===== src/rtl/teclado_pkg.sv =====
// Shared types and constants for the keypad scanner: FSM state encoding,
// default geometry/timing values and a 4x4 code to hex-digit helper.
package teclado_pkg;

  // Scanner states
  typedef enum logic [1:0] {
    ESCANEO    = 2'd0,
    REBOTE     = 2'd1,
    PRESIONADA = 2'd2,
    LIBERACION = 2'd3
  } estado_t;

  // Default geometry and timing
  localparam int N_FILAS_DEF       = 4;
  localparam int N_COLS_DEF        = 4;
  localparam int CICLOS_COL_DEF    = 1000;
  localparam int CICLOS_REBOTE_DEF = 100000;

  // Maps a 4x4 key code (fila*4 + col) to the digit printed on the key.
  // Layout: 1 2 3 A / 4 5 6 B / 7 8 9 C / * 0 # D, with * = E and # = F.
  function automatic logic [3:0] codigo_a_hex(input logic [3:0] codigo);
    logic [3:0] hex;
    case (codigo)
      4'd0:    hex = 4'h1;
      4'd1:    hex = 4'h2;
      4'd2:    hex = 4'h3;
      4'd3:    hex = 4'hA;
      4'd4:    hex = 4'h4;
      4'd5:    hex = 4'h5;
      4'd6:    hex = 4'h6;
      4'd7:    hex = 4'hB;
      4'd8:    hex = 4'h7;
      4'd9:    hex = 4'h8;
      4'd10:   hex = 4'h9;
      4'd11:   hex = 4'hC;
      4'd12:   hex = 4'hE;
      4'd13:   hex = 4'h0;
      4'd14:   hex = 4'hF;
      default: hex = 4'hD;
    endcase
    return hex;
  endfunction

endpackage


===== src/rtl/sincronizador.sv =====
// Two-flop synchronizer for a bus of asynchronous inputs. Resets to all ones
// so an idle (active-low, released) keypad is seen while reset is applied.
module sincronizador #(
  parameter int ANCHO = 4
) (
  input  logic             clk,
  input  logic             rst,
  input  logic [ANCHO-1:0] d,
  output logic [ANCHO-1:0] q
);

  logic [ANCHO-1:0] meta_reg;
  logic [ANCHO-1:0] sinc_reg;

  // Two register stages; the first may go metastable, the second settles it.
  always_ff @(posedge clk) begin
    if (rst) begin
      meta_reg <= '1;
      sinc_reg <= '1;
    end else begin
      meta_reg <= d;
      sinc_reg <= meta_reg;
    end
  end

  assign q = sinc_reg;

endmodule


===== src/rtl/escaner_teclado.sv =====
// Matrix keypad scanner: drives one column low at a time, debounces a single
// pressed key, reports one code per press and flags codes lost to overflow.
module escaner_teclado
  import teclado_pkg::*;
#(
  parameter int N_FILAS       = N_FILAS_DEF,
  parameter int N_COLS        = N_COLS_DEF,
  parameter int CICLOS_COL    = CICLOS_COL_DEF,
  parameter int CICLOS_REBOTE = CICLOS_REBOTE_DEF,
  localparam int CODE_W       = $clog2(N_FILAS * N_COLS)
) (
  input  logic              clk,
  input  logic              rst,
  input  logic [N_FILAS-1:0] filas,
  output logic [N_COLS-1:0]  columnas,
  output logic [CODE_W-1:0]  tecla,
  output logic              tecla_valida,
  input  logic              tecla_leida,
  output logic              presionada,
  output logic              desborde
);

  localparam int FILA_W = (N_FILAS > 1) ? $clog2(N_FILAS) : 1;
  localparam int COL_W  = (N_COLS > 1) ? $clog2(N_COLS) : 1;
  localparam int CNTF_W = $clog2(N_FILAS + 1);
  localparam int CC_W   = $clog2(CICLOS_COL + 1);
  localparam int CR_W   = $clog2(CICLOS_REBOTE + 1);

  // The row sample is taken on the last dwell clock; shorter dwells would not
  // leave the synchronizer time to reflect the newly driven column.
  if (CICLOS_COL < 3) begin : g_ciclos_col_invalido
    $error("escaner_teclado: CICLOS_COL must be at least 3");
  end

  logic [N_FILAS-1:0] filas_s;

  estado_t            estado_reg, estado_next;
  logic [COL_W-1:0]   col_reg, col_next, col_sig;
  logic [FILA_W-1:0]  fila_reg, fila_next, fila_det;
  logic [N_FILAS-1:0] patron_reg, patron_next;
  logic [CC_W-1:0]    cnt_col_reg, cnt_col_next;
  logic [CR_W-1:0]    cnt_reb_reg, cnt_reb_next;
  logic [CODE_W-1:0]  tecla_reg, tecla_next, codigo_lat;
  logic               valida_reg, valida_next;
  logic               presionada_reg, presionada_next;
  logic               desborde_reg, desborde_next;
  logic [CNTF_W-1:0]  num_bajas;
  logic               una_baja, todas_altas, acepta;

  sincronizador #(
    .ANCHO(N_FILAS)
  ) u_sincronizador (
    .clk(clk),
    .rst(rst),
    .d  (filas),
    .q  (filas_s)
  );

  // Column drive: index 0 sits on the MSB, so scanning walks MSB-first.
  for (genvar gi = 0; gi < N_COLS; gi++) begin : g_columna
    assign columnas[gi] = (col_reg != COL_W'(N_COLS - 1 - gi));
  end

  // Count low rows and remember the index of the low one (MSB = row 0).
  always_comb begin
    num_bajas = '0;
    fila_det  = '0;
    for (int i = 0; i < N_FILAS; i++) begin
      if (!filas_s[i]) begin
        num_bajas = num_bajas + CNTF_W'(1);
        fila_det  = FILA_W'(N_FILAS - 1 - i);
      end
    end
  end

  assign una_baja    = (num_bajas == CNTF_W'(1));
  assign todas_altas = &filas_s;
  assign col_sig     = (col_reg == COL_W'(N_COLS - 1)) ? '0 : col_reg + COL_W'(1);
  assign codigo_lat  = CODE_W'(int'(fila_reg) * N_COLS + int'(col_reg));

  // State and datapath registers.
  always_ff @(posedge clk) begin
    if (rst) begin
      estado_reg     <= ESCANEO;
      col_reg        <= '0;
      fila_reg       <= '0;
      patron_reg     <= '1;
      cnt_col_reg    <= '0;
      cnt_reb_reg    <= '0;
      tecla_reg      <= '0;
      valida_reg     <= 1'b0;
      presionada_reg <= 1'b0;
      desborde_reg   <= 1'b0;
    end else begin
      estado_reg     <= estado_next;
      col_reg        <= col_next;
      fila_reg       <= fila_next;
      patron_reg     <= patron_next;
      cnt_col_reg    <= cnt_col_next;
      cnt_reb_reg    <= cnt_reb_next;
      tecla_reg      <= tecla_next;
      valida_reg     <= valida_next;
      presionada_reg <= presionada_next;
      desborde_reg   <= desborde_next;
    end
  end

  // Next-state logic: scan, debounce press, hold, debounce release; plus the
  // output handshake (valid/ack and overflow on an unread code).
  always_comb begin
    estado_next     = estado_reg;
    col_next        = col_reg;
    fila_next       = fila_reg;
    patron_next     = patron_reg;
    cnt_col_next    = cnt_col_reg;
    cnt_reb_next    = cnt_reb_reg;
    tecla_next      = tecla_reg;
    valida_next     = valida_reg;
    presionada_next = presionada_reg;
    desborde_next   = desborde_reg;
    acepta          = 1'b0;

    case (estado_reg)
      ESCANEO: begin
        if (cnt_col_reg == CC_W'(CICLOS_COL - 1)) begin
          cnt_col_next = '0;
          if (una_baja) begin
            // Keep the column driven and start debouncing this pattern.
            fila_next    = fila_det;
            patron_next  = filas_s;
            cnt_reb_next = '0;
            estado_next  = REBOTE;
          end else begin
            // Nothing pressed or a ghosting pattern: move on.
            col_next = col_sig;
          end
        end else begin
          cnt_col_next = cnt_col_reg + CC_W'(1);
        end
      end

      REBOTE: begin
        if (filas_s != patron_reg) begin
          estado_next  = ESCANEO;
          col_next     = col_sig;
          cnt_col_next = '0;
          cnt_reb_next = '0;
        end else if (cnt_reb_reg == CR_W'(CICLOS_REBOTE - 1)) begin
          acepta       = 1'b1;
          estado_next  = PRESIONADA;
          cnt_reb_next = '0;
        end else begin
          cnt_reb_next = cnt_reb_reg + CR_W'(1);
        end
      end

      PRESIONADA: begin
        if (todas_altas) begin
          estado_next  = LIBERACION;
          cnt_reb_next = '0;
        end
      end

      LIBERACION: begin
        if (!todas_altas) begin
          // Release was a bounce; the same press continues, no new code.
          estado_next  = PRESIONADA;
          cnt_reb_next = '0;
        end else if (cnt_reb_reg == CR_W'(CICLOS_REBOTE - 1)) begin
          estado_next     = ESCANEO;
          presionada_next = 1'b0;
          col_next        = col_sig;
          cnt_col_next    = '0;
          cnt_reb_next    = '0;
        end else begin
          cnt_reb_next = cnt_reb_reg + CR_W'(1);
        end
      end

      default: begin
        estado_next = ESCANEO;
      end
    endcase

    if (acepta) begin
      presionada_next = 1'b1;
      if (!valida_reg || tecla_leida) begin
        tecla_next  = codigo_lat;
        valida_next = 1'b1;
      end else begin
        desborde_next = 1'b1;
      end
    end else if (tecla_leida && valida_reg) begin
      valida_next = 1'b0;
    end
  end

  assign tecla        = tecla_reg;
  assign tecla_valida = valida_reg;
  assign presionada   = presionada_reg;
  assign desborde     = desborde_reg;

endmodule


===== config.mk =====
export PLATFORM = sky130hd
export DESIGN_NAME = escaner_teclado
export DESIGN_NICKNAME = d
export VERILOG_FILES = /design/src/rtl/teclado_pkg.sv /design/src/rtl/sincronizador.sv /design/src/rtl/escaner_teclado.sv
export SDC_FILE = /design/constraint.sdc
export NUM_CORES = 1
export LEC_CHECK = 0
export ABC_AREA = 1
export BUFFER_PORTS_ARGS = -buffer_cell sky130_fd_sc_hd__buf_4
export CAP_MARGIN = 30
export CELL_PAD_IN_SITES_DETAIL_PLACEMENT = 2
export CELL_PAD_IN_SITES_GLOBAL_PLACEMENT = 2
export CORE_MARGIN = 3
export CORE_UTILIZATION = 34
export CTS_CLUSTER_SIZE = 12
export DETAILED_ROUTE_END_ITERATION = 8
export PLACE_DENSITY = 0.92
export SYNTH_ARGS = -nofsm -noshare
export SYNTH_HDL_FRONTEND = slang
export SYNTH_HIERARCHICAL = 1
export SYNTH_SLANG_ARGS = --single-unit

===== constraint.sdc =====
create_clock -name clk -period 2.6 [get_ports clk]
set_input_delay 0.13 -clock clk [delete_from_list [all_inputs] [get_ports clk]]
set_output_delay 0.13 -clock clk [all_outputs]
set_load 0.05 [all_outputs]

==> reports/summary.txt, run 1 <==
Status = completed
H-tree levels = 2
Post-place setup slack = 0.103 ns
Share of cells above drive strength 1 = 0.126
CP max-delay cell = dfxtp_2
Critical path startpoint category = register
Drt initial violations = 161
Top-level I/O count = 18
Cell count after synthesis = 478
Leakage = 1.53 nW
Fill cells = 1078
Critical path fanouts, max = 10
Commonest non-fill, non-tap cell in the layout = nand2_1
Total Nets Final = 517
Fin worst setup slack = 0.208 ns
Largest stage delay, worst path = 0.40 ns
YS warnings = 6
Sequential fraction of the synthesis area = 0.336
Post-CTS setup buffers = 0
Cell area after synthesis = 3100 µm²
Vias = 3341
Largest net degree at the start of global routing = 21
Final worst path period share = 0.920
FMAX = 0.418 GHz
Flops & latches, synth = 52
Finished Cell Area = 3500 µm²
CTS buffer count = 5
Final hold slack = 0.163 ns
GRT overflow = 0
Syn nets = 496
Max_slew headroom = 0.546
Vias/cell = 5.50
Vias in the first global route = 3621
Initial antenna violation count = 0
Clock Latency Late Sink = 0.33 ns
Final Max Slew Viols = 0
Die width = 102 µm
Post-route DRC = 0
Clock sink count = 52
Shortest period the worst path allows = 2.39 ns
Layout overhead on the synthesized area = 12.7%
Clock Path Buffers = 2
Crit Path Class = register to register
CTS tree = done
Final Total Pwr = 0.00144 W
Antenna cell count = 0
FP Rows = 34
Post-Layout Cell Count = 608
Post-DP HPWL = 8320 µm
Port-buffer cells = 17
Ys async rst share = 0
Hold Path Class = primary input to register
Routed len/inst = 20.8 µm
Core area = 8810 µm²
CTS Root Cell = clkbuf_8
GRT Resource Usage Total = 0.250
Commonest cells after routing, fill and taps aside = nand2_1 (121), nor2_1 (71), inv_1 (60)
Global-route wire length before repair = 19900 µm
Cell Area, Placed = 3320 µm²
MaxCap Viol Count = 0
Crit-path cells = inv_1 -> ha_4 -> inv_1 -> nand2_1 -> nand2_2 -> inv_1 -> ha_1 -> nor2_1 -> nand2_1 -> o21ai_2 -> nand2_2 -> nor2_4 -> nand2_4 -> o211ai_1
Largest register FFs = 17
Syn_area_per_cell = 6.49 µm²
Number of synthesized flops with an enable pin = 0
Slew @ Worst Pin = 0.680 ns
Number of routed nets with antenna violations = 0
Die Area = 10300 µm²
Final setup violation count = 0
VDD IR max = 0.000201 V
Fin. Hold Viols = 0
Gpl congestion = 0.857
Critical Path RT = 2.83 ns
Netlist cell types = 39
Placed cell count = 596
Starting Density = 0.352
CP endpoint kind = register
Ys flop type = dfxtp_1
Total power density per cell area = 413 nW/µm²
Die height = 102 µm
1st-pass router iterations = 4
Top cell by count, worst path = inv_1
Worst EP arrival = 2.62 ns
Clk_skew = 0.0182 ns
DRT Wirelength = 12700 µm
Clock edge transition at the registers on the reported setup and hold paths = 0.12 ns
-- synthesized netlist by cell type, types with 2 or more instances --
master / n / share of area
xnor2_1: 2 / 0.0056
nand3_2: 2 / 0.0065
clkbuf_1: 4 / 0.0048
o21ai_1: 4 / 0.0065
nand4_1: 15 / 0.030
o211ai_1: 4 / 0.0097
buf_6: 2 / 0.0073
dfxtp_1: 52 / 0.34
nand3_1: 34 / 0.055
nor3_2: 2 / 0.0065
xor2_1: 4 / 0.011
nor2_1: 72 / 0.087
nand2_4: 2 / 0.0073
a21oi_1: 24 / 0.039
nor2_2: 6 / 0.012
inv_2: 7 / 0.0085
nand2_1: 121 / 0.15
ha_1: 11 / 0.044
nand3b_1: 2 / 0.0048
nand2_2: 8 / 0.016
inv_1: 60 / 0.073
o21ai_0: 16 / 0.026
nor3_1: 7 / 0.011
buf_2: 2 / 0.0032
-- through the flow --
step	TNS (ns)	utilization
after floorplan	0	-
after global placement	0	0.378
after detailed placement	0	0.378
after CTS	0	0.393
after global routing	-0.0349	0.397
final	0	0.397
-- layer usage --
layer,vias up,wire (µm),GRT usage,part of all wire
li1,1564,-,-,-
met1,1681,5180,0.285,0.41
met2,62,6680,0.464,0.53
met3,34,363,0.0399,0.029
met4,0,437,0.0941,0.034
met5,-,0,0,0
-- path summary, 6_finish.rpt --
check / start / to / slack, ns / cells after the start
setup reg to reg: u_sincronizador/q[0] / patron_reg[3] / 0.21 / 14
setup / recovery: u_sincronizador/q[0] / patron_reg[3] / 0.21 / 14
hold / removal: rst / cnt_col_reg[4] / 0.16 / 2
hold reg to reg: u_sincronizador/meta_reg[1] / u_sincronizador/q[1] / 0.44 / 2
-- worst max-delay path, delay by kind of cell (launching register included) --
kind	cells	cell delay, ns
flops	1	0.40
compound gates	2	0.36
fa+ha+maj	2	0.56
buf+inv	3	0.26
simple gates	7	0.72
-- where the power goes --
| part | switching [W] | total (W) | internal [W] |
|---|---|---|---|
| clock network | 0.000327 | 0.000522 | 0.000195 |
| registers | 0.0000105 | 0.000817 | 0.000806 |
| logic | 0.0000709 | 0.000106 | 0.0000347 |
-- cell type report --
| type | instances | area [µm²] | share of cell area |
|---|---|---|---|
| clock buffers | 5 | 68.8 | 0.0197 |
| inverters | 68 | 255 | 0.0730 |
| flip-flops and latches | 52 | 1040 | 0.298 |
| well taps | 108 | 135 | 0.0387 |
| clock inverters | 3 | 22.5 | 0.00644 |
| repair buffers | 22 | 175 | 0.0501 |
| multi-input cells | 350 | 1800 | 0.514 |
-- cells by family after synthesis --
logic type      share of synthesized area
flops                               0.336
fa+ha+maj                          0.0444
xor+xnor                           0.0169
compound gates                      0.108
buf+inv                            0.0976
simple gates                        0.397
-- repair_timing --
action                                  CTS  global route
resized for setup                         1             7
pin swaps                                 0             1
endpoints found under the setup margin    2            26
cloned                                    0             0
hold endpoints to repair                  4             0
hold buffers                              4             0
No activity file was read; power rests on OpenSTA's default activity.
==> run 2, diff against run 1 <==
Settings changed: ABC_AREA 1 to unset, CORE_UTILIZATION 34 to 37, PLACE_DENSITY 0.92 to 0.91.
==> run 2 against run 1 <==
  * Final cell count shrank 24%
  * Clock power shrank 10%
  * First-iteration DRC count shrank 45%
  * Critical path depth shrank 5
  * Clock-buffer cell count grew 1
  * Combinational power grew 12%
  * Worst setup slack lost 0.075 ns
  * Clock skew shrank 0.0043 ns
  * Global-route usage shrank 1.7 points
  * Critical path type unchanged
  * Largest power group unchanged
==> reports/summary.txt, run 2 <==
Shortest period the worst path allows = 2.47 ns (+0.0752 ns)
Number of synthesized flops with an enable pin = 0 (unchanged)
Commonest non-fill, non-tap cell in the layout = dfxtp_1
Sequential fraction of the synthesis area = 0.361 (+0.0252)
Vias in the first global route = 3028 (-16%)
Reg power frac = 0.582 (+0.016)
Vias = 2736 (-18%)
Die width = 94.3 µm (-7.1%)
Most frequent cells after synthesis = dfxtp_1 (52), nand3_1 (34), inv_1 (27)
Leakage = 1.13 nW (-26%)
Vias/cell = 5.90 (+7.3%)
Number of routed nets with antenna violations = 0 (unchanged)
Total Nets Final = 383 (-26%)
Hold Path Class = primary input to register
Largest delay share family, worst path = compound AO/OA/AOI/OAI gates
Final worst path period share = 0.949 (+0.0289)
Max_slew headroom = 0.409 (-0.137)
Combinational power share = 0.084 (+0.011)
Critical path startpoint category = register
YS warnings = 6 (unchanged)
Largest register FFs = 17 (unchanged)
Gpl congestion = 0.797 (-7.0%)
Final Total Pwr = 0.00141 W (-2.6%)
Die Area = 8890 µm² (-14%)
Die height = 94.3 µm (-7.1%)
Worst EP arrival = 2.67 ns (+0.05 ns)
Syn_area_per_cell = 8.39 µm² (+29%)
Flops & latches, synth = 52 (unchanged)
Global-route wire length before repair = 16100 µm (-19%)
GRT overflow = 0 (unchanged)
CP endpoint kind = register
Antenna cell count = 0 (unchanged)
Post-route DRC = 0 (unchanged)
Count leader, synth = dfxtp_1
Starting Density = 0.389 (+0.0372)
Clk_skew = 0.0139 ns (-0.00429 ns)
Clock power frac = 0.334 (-0.027)
FP Rows = 31 (-8.8%)
Total power density per cell area = 420 nW/µm² (+1.6%)
Clock Path Buffers = 2 (unchanged)
Fin. Hold Viols = 0 (unchanged)
Final core occ = 0.452 (+0.0551)
FF+latch area = 1040 µm² (+0.12%)
Area of the multi-input gates = 1750 µm² (-2.7%)
GRT Resource Usage Total = 0.233 (-0.0168)
Largest net degree at the start of global routing = 27 (+29%)
Slew @ Worst Pin = 0.875 ns (+0.195 ns)
CTS tree = done
Port-buffer cells = 17 (unchanged)
Top-level I/O count = 18 (unchanged)
Status = completed
Cell count after synthesis = 344 (-28%)
Netlist cell types = 57 (+46%)
Post-DP HPWL = 6480 µm (-22%)
Final hold slack = 0.0101 ns (-0.153 ns)
Clock Latency Late Sink = 0.31 ns (-0.02 ns)
Psw = 0.000367 W (-10%)
Final Max Slew Viols = 0 (unchanged)
Area leader, netlist = dfxtp_1
Drt initial violations = 89 (-45%)
Post-place setup slack = -0.0954 ns (-0.198 ns)
Internal = 0.00104 W (+0.39%)
Ys async rst share = 0 (unchanged)
Layout overhead on the synthesized area = 16.1%
VDD IR max = 0.000163 V (-19%)
DRT Wirelength = 9700 µm (-23%)
H-tree levels = 2 (unchanged)
Commonest cells after routing, fill and taps aside = dfxtp_1 (50), nand3_1 (33), buf_4 (30)
Routed len/inst = 20.9 µm (+0.37%)
CP max-delay cell = dfxtp_2
FMAX = 0.405 GHz (-3.0%)
Fin worst setup slack = 0.133 ns (-0.0752 ns)
MaxCap Viol Count = 0 (unchanged)
Crit-path cells = inv_2 -> ha_4 -> xnor2_2 -> ha_1 -> or2_2 -> o221ai_4 -> a21bo_2 -> a211oi_4 -> mux2_4
Cell area after synthesis = 2890 µm² (-7.0%)
Crit Path Class = register to register
CTS buffer count = 5 (unchanged)
CTS Root Cell = clkbuf_8
Bufs and invs on worst path = 1 (-2)
Share of cells above drive strength 1 = 0.184 (+0.0576)
Largest stage delay, worst path = 0.35 ns (-0.05 ns)
Fill cells = 829 (-23%)
Sw Share = 0.261 (-0.0223)
Clock edge transition at the registers on the reported setup and hold paths = 0.10 ns (-0.02 ns)
Flop-to-flop setup slack = 0.13 ns (-0.08 ns)
Core area = 7410 µm² (-16%)
1st-pass router iterations = 4 (unchanged)
Syn nets = 362 (-27%)
Ys flop type = dfxtp_1
Initial antenna violation count = 0 (unchanged)
Top post-synthesis cells by area = dfxtp_1 (36%), nand3_1 (5.9%), ha_1 (4.8%)
Critical path fanouts, max = 4 (-6)
Critical Path RT = 2.81 ns (-0.02 ns)
Top-area cell type share of the netlist area = 0.361 (+0.0252)
Clock sink count = 52 (unchanged)
Final setup violation count = 0 (unchanged)
-- run 2: changes by cell type after synthesis, sizes merged, moves of 6 or more --
cell and delta:
xnor2 +9, o21ai -9, mux2i +8, or2 +11, a21oi -6, nor2 -62, nand2 -107, inv -40
nand2b +6
-- run 2: path summary, 6_finish.rpt --
check | cells past startpoint | end | startpoint
max | 9 | col_reg[0] | u_sincronizador/q[0]
min reg2reg | 1 | u_sincronizador/q[2] | u_sincronizador/meta_reg[2]
min | 2 | u_sincronizador/meta_reg[2] | filas[2]
max reg2reg | 9 | col_reg[0] | u_sincronizador/q[0]
-- run 2: kinds of logic (layout without fill, tap and decap cells) --
logic type	after synthesis	in the layout	synth area share
AOI/OAI and AO/OA	67	67	0.157
xor gates and xnor gates	11	11	0.0334
adders and majority gates	11	11	0.0477
buffers and inverters	45	66	0.0655
DFF	52	52	0.361
muxes	9	9	0.0317
and+or+nand+nor	149	149	0.304
-- run 2: stage by stage --
| step | setup TNS (ns) | std cells | cell area [µm²] |
|---|---|---|---|
| after floorplan | 0 | 344 | 2890 |
| after global placement | 0 | 455 | 3160 |
| after detailed placement | -0.349 | 455 | 3160 |
| after CTS | 0 | 464 | 3300 |
| after global routing | -0.00868 | 464 | 3350 |
| final | 0 | 464 | 3350 |
-- run 2: power by group through the flow --
stage	Sequential (W)	Clock [W]	Combinational, W
after floorplan	0.000837	0	0.0000563
after global placement	0.000835	0	0.0000905
after detailed placement	0.000836	0	0.0000973
after CTS	0.000818	0.000471	0.000114
after global routing	0.000820	0.000517	0.000128
final	0.000818	0.000469	0.000119
-- run 2: layout make-up --
cell class,count,area share
inverters,27,0.0303
multi-input cells,247,0.522
repair buffers,32,0.0762
flip-flops and latches,52,0.312
clock buffers,6,0.0217
clock inverters,1,0.00149
well taps,99,0.0370
-- run 2: routing by layer --
layer	global-route usage	part of all wire	up-vias
met3	0.0313	0.022	17
met2	0.443	0.55	46
met1	0.266	0.40	1394
met4	0.0746	0.024	0
met5	0	0	-
li1	-	-	1279
-- run 2: what timing repair did --
item | in CTS | in global routing
cloned | 0 | 0
hold endpoints to repair | 1 | 0
setup endpoints to repair | 26 | 21
hold buffers | 1 | 0
buffers inserted | 1 | 0
pin swaps | 1 | 4
resized for setup | 6 | 11
